File: config.mk
export PLATFORM = sky130hd
export DESIGN_NAME = timer16
export DESIGN_NICKNAME = d
export VERILOG_FILES = /design/src/rtl/timer16.sv
export SDC_FILE = /design/constraint.sdc
export NUM_CORES = 1
export LEC_CHECK = 0
export CORE_MARGIN = 2
export CORE_UTILIZATION = 57
export DETAILED_ROUTE_END_ITERATION = 10
export DONT_BUFFER_PORTS = 1
export PLACE_DENSITY = 0.72
export SYNTH_ARGS = -nofsm -noshare
export SYNTH_HDL_FRONTEND = slang
export SYNTH_SLANG_ARGS = --single-unit
File: constraint.sdc
create_clock -name i_clk -period 6 [get_ports i_clk]
set_clock_uncertainty 0.1 [all_clocks]
set_input_delay 0.6 -clock i_clk [delete_from_list [all_inputs] [get_ports i_clk]]
set_output_delay 0.6 -clock i_clk [all_outputs]
set_load 0.01 [all_outputs]
File: src/rtl/timer16.sv
// timer16 -- memory-mapped 16-bit down-counting timer, d16 bus slave.
//
// Registers (i_addr):
//   0 COUNT  r/w  current count
//   1 RELOAD r/w  value loaded on underflow in periodic mode
//   2 CTRL   r/w  bit0 EN, bit1 AUTO (1 periodic / 0 one-shot), bit2 IE,
//                 bits[15:8] PSC; other bits read 0
//   3 STATUS      bit0 IF; write 1 clears, write 0 ignored
//
// Ports:
//   i_clk    system clock, rising edge
//   i_reset  asynchronous active-high reset
//   i_dat    bus write data
//   o_dat    bus read data, combinational while i_cyc && !i_we, else 0
//   i_addr   register select
//   i_we     write enable, qualified by i_cyc
//   i_cyc    slave select
//   o_int    level interrupt = IF & IE
//
// Build option: TIMER16_PRESCALER_EN
//   defined   -> 8-bit prescaler, one tick every PSC+1 cycles
//   undefined -> no prescaler, tick every cycle while EN, PSC reads 0
module timer16 #(
  parameter logic [15:0] RELOAD_INIT = 16'h0000
) (
  input  logic        i_clk,
  input  logic        i_reset,
  input  logic [15:0] i_dat,
  output logic [15:0] o_dat,
  input  logic [1:0]  i_addr,
  input  logic        i_we,
  input  logic        i_cyc,
  output logic        o_int
);

  logic [15:0] count;
  logic [15:0] reload;
  logic        en;
  logic        auto_rl;
  logic        ie;
  logic        irq_flag;
  logic [7:0]  psc;

  logic        wr;
  logic        wr_count;
  logic        wr_reload;
  logic        wr_ctrl;
  logic        wr_status;
  logic        tick;
  logic        underflow;

  assign wr        = i_cyc && i_we;
  assign wr_count  = wr && (i_addr == 2'd0);
  assign wr_reload = wr && (i_addr == 2'd1);
  assign wr_ctrl   = wr && (i_addr == 2'd2);
  assign wr_status = wr && (i_addr == 2'd3);

  assign underflow = tick && (count == 16'h0000);

`ifdef TIMER16_PRESCALER_EN
  logic [7:0] psc_cnt;

  always_ff @(posedge i_clk or posedge i_reset) begin
    if (i_reset) begin
      psc <= '0;
    end else if (wr_ctrl) begin
      psc <= i_dat[15:8];
    end
  end

  // A CTRL write restarts the prescaler so the first tick after enabling
  // lands exactly PSC+1 cycles after the write edge.
  always_ff @(posedge i_clk or posedge i_reset) begin
    if (i_reset) begin
      psc_cnt <= '0;
    end else if (wr_ctrl || !en || tick) begin
      psc_cnt <= '0;
    end else begin
      psc_cnt <= psc_cnt + 8'd1;
    end
  end

  assign tick = en && (psc_cnt == psc);
`else
  assign psc  = '0;
  assign tick = en;
`endif

  // Bus write wins over the tick update; underflow with a concurrent write
  // still raises IF (handled in the flag logic below).
  always_ff @(posedge i_clk or posedge i_reset) begin
    if (i_reset) begin
      count <= RELOAD_INIT;
    end else if (wr_count) begin
      count <= i_dat;
    end else if (tick) begin
      if (count != 16'h0000) begin
        count <= count - 16'd1;
      end else if (auto_rl) begin
        count <= reload;
      end
    end
  end

  always_ff @(posedge i_clk or posedge i_reset) begin
    if (i_reset) begin
      reload <= RELOAD_INIT;
    end else if (wr_reload) begin
      reload <= i_dat;
    end
  end

  // A CTRL write on the underflow edge overrides the one-shot EN clear.
  always_ff @(posedge i_clk or posedge i_reset) begin
    if (i_reset) begin
      en      <= 1'b0;
      auto_rl <= 1'b0;
      ie      <= 1'b0;
    end else if (wr_ctrl) begin
      en      <= i_dat[0];
      auto_rl <= i_dat[1];
      ie      <= i_dat[2];
    end else if (underflow && !auto_rl) begin
      en      <= 1'b0;
    end
  end

  // Setting has priority over a software clear on the same edge so that
  // an underflow is never lost.
  always_ff @(posedge i_clk or posedge i_reset) begin
    if (i_reset) begin
      irq_flag <= 1'b0;
    end else if (underflow) begin
      irq_flag <= 1'b1;
    end else if (wr_status && i_dat[0]) begin
      irq_flag <= 1'b0;
    end
  end

  always_comb begin
    o_dat = '0;
    if (i_cyc && !i_we) begin
      case (i_addr)
        2'd0:    o_dat = count;
        2'd1:    o_dat = reload;
        2'd2:    o_dat = {psc, 5'b00000, ie, auto_rl, en};
        default: o_dat = {15'h0000, irq_flag};
      endcase
    end
  end

  assign o_int = irq_flag && ie;

endmodule

; Word level (Yosys, flattened, before mapping)
; Cells that the tools add are included.
[totals]
ff_bits = 36
latchBits = 0
ramBits = 0
rom_bits = 0
n_memories = 0
[classes]
addsub = 1
mul = 0
div = 0
magnitude_cmp = 0
eq_ne = 3
shift = 0
mux = 10
n_bitwise = 0
n_reduce_logical = 20
[ops]
columns = op, n
row1 = $mux 16, 5
row2 = $pmux 16 s3, 1
row3 = $logic_not 16->1, 1
row4 = $reduce_bool 16->1, 1
row5 = $sub 16x1->16 const B, 1
row6 = $logic_and 1x1->1, 10
row7 = $reduce_bool 2->1, 3
row8 = $eq 2x2->1 const B, 2
row9 = $mux 1, 4
row10 = $reduce_bool 3->1, 1
row11 = $eq 2x1->1 const B, 1
row12 = $logic_not 1->1, 2
row13 = $logic_not 2->1, 1
row14 = $reduce_and 2->1, 1

; Depth between registers and ports, before layout
[depth]
word_depth = 5
depth_mapped = 9
ltp_nobuf = 7

; Least setup slack after synthesis
; Ideal clock, no wire load.
[synth_path]
path_kind = input port to output port
start = in i_addr[0]
end = out o_dat[10]
arrival_time_ps = 1693
t_required_ps = 5300
slack_ps = 3607
cell_stages = 4
path_buffers = 2
path_cell_list = buf_1 clkbuf_1 mux2i_1 nor2_1
[synth_via]
elab_chain_len = 3
word_cells_on_any_way = 5
cone_classes = eq/ne (2) / mux (2) / reduce/logical (1)
[synth_lines]
columns = element, line_no
row1 = from (decl), 30  ; input logic [1:0] i_addr,
row2 = $eq 2x2->1 (tied with other cells), 143  ; case (i_addr)
row3 = $pmux 16 s3 *, 143
row4 = $mux 16 *, 142  ; if (i_cyc && !i_we) begin
row5 = to (decl), 29  ; output logic [15:0] o_dat,
; Mark *: on every way between the ends. The rest lies on a longest branch, timed or not.

; Worst setup path in the final report
[layout_path]
start = reg count[0]
end = reg count[11]
[layout_via]
elab_chain_len = 4
word_cells_on_any_way = 7
cone_classes = add/sub (1) / mux (3) / reduce/logical (3)
[layout_lines]
columns = element, line_no
row1 = from (decl), 36  ; logic [15:0] count;
row2 = from (signal assigned), 95  ; count <= i_dat;
row3 = from (signal assigned), 98  ; count <= count - 16'd1;
row4 = from (signal assigned), 100  ; count <= reload;
row5 = $sub 16x1->16 / $reduce_bool 16->1 (equally long branches), "98, 97"
row6 = $mux 16, 97  ; if (count != 16'h0000) begin
row7 = $mux 16, 96  ; end else if (tick) begin
row8 = $mux 16, 94  ; end else if (wr_count) begin
; Several ways; a longest one is shown, not always the timed one. The select of a mux whose other input is x is not followed.
; A chain may end at the register's enable or synchronous reset.

==> Implementation_results.wiki <==
{| class="wikitable"
! Metric !! Value
|-
| Clock network latency to the later pin of the worst-skew pair || 0.29 ns
|-
| Crit. path cell count || 6
|-
| DRC Markers || 0
|-
| Total congestion overflow after global routing || 0
|-
| Area of the core region || 0.00397 mm^2
|-
| Aggregate global-route resource usage || 24.8%
|-
| Count of flip-flops with a built-in enable after synthesis || 0
|-
| Tmin final || 2.77 ns
|-
| Via count of the first global-routing pass || 1739
|-
| Syn Inst Count || 253
|-
| Number of buffers inserted by port buffering || 0
|-
| Overall routed net length || 5.25 mm
|-
| Routed wirelength normalized by instance count || 17.8 um
|-
| Kind of capture point of the worst setup path || register
|-
| Most common library cell in the layout ignoring fill and taps || nor2_1
|-
| DIE HEIGHT || 68.1 um
|-
| Final-report setup violation count || 0
|-
| Most used cell, CP || nor4_1
|-
| Die Width || 68.1 um
|-
| I/O pin count || 39
|-
| Yosys warning count || 0
|-
| Cell Chain, Critical Path || inv_1, ha_1, or4b_1, or4_1, nor4_1, nor4_1
|-
| Proportion of synthesized flip-flops having asynchronous set or reset || 100%
|-
| TritonCTS clock tree || yes
|-
| Number of buffers inserted during clock tree synthesis || 5
|-
| DRT Pass-1 Iters || 4
|-
| Avg Synthesized Cell Area || 9.26 um^2
|-
| Floorplan die area || 0.00464 mm^2
|-
| Final hold violation count || 0
|-
| Core utilization of the finished layout || 61.0%
|-
| Main synth FF type || dfrtp_1
|-
| Synth unique cells || 49
|-
| Crit share post-route || 46.2%
|-
| Area of all placed cells without fillers || 0.00242 mm^2
|-
| Leakage dissipation || 1.00 nW
|-
| Post-Syn Area || 0.00234 mm^2
|-
| Layout area overhead || 3.47%
|-
| Worst-case setup slack after placement || 3.26 ns
|-
| Required time at the endpoint of the critical path || 6.06 ns
|-
| Initial antenna violation count || 0
|-
| Number of instances in the placed design || 287
|-
| Largest net degree at the start of global routing || 37
|-
| Setup TNS after final layout || 0 ns
|-
| Maximum clock path buffer count || 2
|-
| Number of buffers inserted for hold repair after clock tree synthesis || 0
|-
| Final Instance Count excl. Fillers || 295
|-
| Net count after synthesis || 277
|-
| Total power of the final layout || 0.940 mW
|-
| Worst slew margin relative to its limit || 28.4%
|-
| VDD IR-drop max || 0.201 mV
|-
| Clock transition time at the flip-flop clock pins of the worst setup and hold paths || 0.07 ns
|-
| Critical path start-end classification || reg -> reg
|-
| Count of maximum capacitance violations || 0
|-
| # Post-CTS Setup Buffers || 0
|-
| Initial DRC Count || 118
|-
| Most used cells in the layout excluding fill and tap cells || 41 x nor2_1, 36 x dfrtp_1, 19 x mux2_2
|-
| Signal arrival time at the worst endpoint || 2.83 ns
|-
| Post-detailed-route count of antenna-violating nets || 0
|-
| Worst hold slack || 0.192 ns
|-
| Final worst-path setup slack || 3.23 ns
|-
| Wire length of the first global-routing pass || 8.38 mm
|-
| Final Max Tran Viols || 0
|-
| Part of the Yosys area used for sequential elements || 38.5%
|-
| Flip-flop and latch count after synthesis || 36
|-
| Status || completed
|-
| Path category of the worst min-delay check || in -> async
|-
| Number of cells on the worst reg-to-reg path || 6
|-
| Routability cong. || 0.846
|-
| Total number of H-tree levels || 2
|-
| Standard cell area after detailed placement || 0.00233 mm^2
|-
| RSZ-0062 raised after global routing || no
|-
| CTS resizes || 0
|-
| Worst path buffer plus inverter count || 1
|-
| Crit path launch type || register
|-
| Antenna diode count || 0
|-
| Detailed-route via count || 1864
|-
| Max Clk Rate || 0.361 GHz
|-
| Maximum single-stage delay on the critical path || 0.81 ns
|-
| Transition time of the tightest slew-check pin || 1.06 ns
|-
| Root Driver || clkbuf_8
|-
| Floorplan row count || 23
|-
| DP Wirelength || 3.68 mm
|-
| Slowest CP cell || or4_1
|-
| Number of fill cells || 370
|-
| Clk sink count || 36
|-
| Routed vias/inst || 6.32
|-
| Share of final-layout standard cells stronger than drive strength 1 || 15.5%
|-
| Crit-path max FO || 22
|-
| Worst path top cell family by delay || simple AND/OR/NAND/NOR gates
|-
| Pwr dens || 388 mW/mm^2
|-
| Starting density of the core || 59.0%
|-
| Net count of the finished layout || 268
|}
## kinds of logic (layout without fill, tap and decap cells)
logic type | after synthesis | in the layout | share of synthesized area (%)
buffers and inverters | 25 | 17 | 5.29
and+or+nand+nor | 99 | 99 | 20.8
muxes | 35 | 35 | 16.5
xor gates and xnor gates | 3 | 3 | 1.12
DFF | 36 | 36 | 38.5
adders and majority gates | 2 | 2 | 1.07
AOI/OAI and AO/OA | 53 | 53 | 16.7
## where the power goes
part	total [mW]	switching (mW)	leakage (nW)	internal, mW
sequential	0.427	0.110	0.437	0.317
combinational	0.337	0.177	0.518	0.160
clock	0.177	0.0833	0.0455	0.0936
## synth_stat cells (all sizes together) (3+ instances only)
cell type  instances  area share (%)
o22ai              3            0.80
mux2              19             9.1
nor2              41             6.6
mux2i             15             6.4
nand4              4             1.1
dfrtp             36              38
or4                6             2.2
o21ai              7             1.7
nand2             13             2.1
buf                9             2.7
o2bb2ai            3             1.1
clkbuf             9             1.4
inv                7             1.1
xnor2              3             1.1
nor3              10             2.1
a2bb2oi            4             1.5
a21o               3            0.96
nor4               7             1.9
a21oi             16             3.4
o41ai              5             3.0
nand3              5             1.1
## flip-flops by register name (all words and copies together), names as in the netlist
name / cells
reload: 16
en: 1
count: 16
ie: 1
auto_rl: 1
irq_flag: 1
## worst reg2reg max path, delay by kind of cell, from the launching register on
kind	cells	cell delay, ns
buf+inv	1	0.10
fa+ha+maj	1	0.14
simple gates	4	1.86
flops	1	0.44
## final cells by class
type,instances,area [um^2],area share (%)
Tap cell,50,62.6,2.58
Inverter,7,26.3,1.08
Multi-Input combinational cell,192,1330,54.8
Timing Repair Buffer,2,15.0,0.620
Sequential cell,36,901,37.2
Clock buffer,8,90.1,3.72
## routing by layer
| metal | vias up | wire length [um] | GRT usage, % | share of wire [%] |
|---|---|---|---|---|
| met2 | 40 | 2440 | 39.1 | 47 |
| met3 | 7 | 246 | 5.76 | 4.7 |
| met4 | 0 | 54 | 6.75 | 1.0 |
| li1 | 913 | - | - | - |
| met1 | 904 | 2500 | 34.2 | 48 |
| met5 | - | 0 | 0 | 0 |
## final timing paths
| path | to | slack [ns] | startpoint |
|---|---|---|---|
| setup reg to reg | count[11]$_DFFE_PP0P_ | 3.23 | count[0]$_DFFE_PP0P_ |
| min in group i_clk | count[5]$_DFFE_PP0P_ | 0.32 | i_dat[5] |
| setup / recovery | count[11]$_DFFE_PP0P_ | 3.23 | count[0]$_DFFE_PP0P_ |
| hold / removal | count[4]$_DFFE_PP0P_ | 0.19 | i_reset |
| max in group asynchronous | reload[9]$_DFFE_PP0P_ | 5.29 | i_reset |
| hold reg to reg | ie$_DFFE_PP0P_ | 0.44 | ie$_DFFE_PP0P_ |
Note: power is estimated with default switching activity, not from simulation.
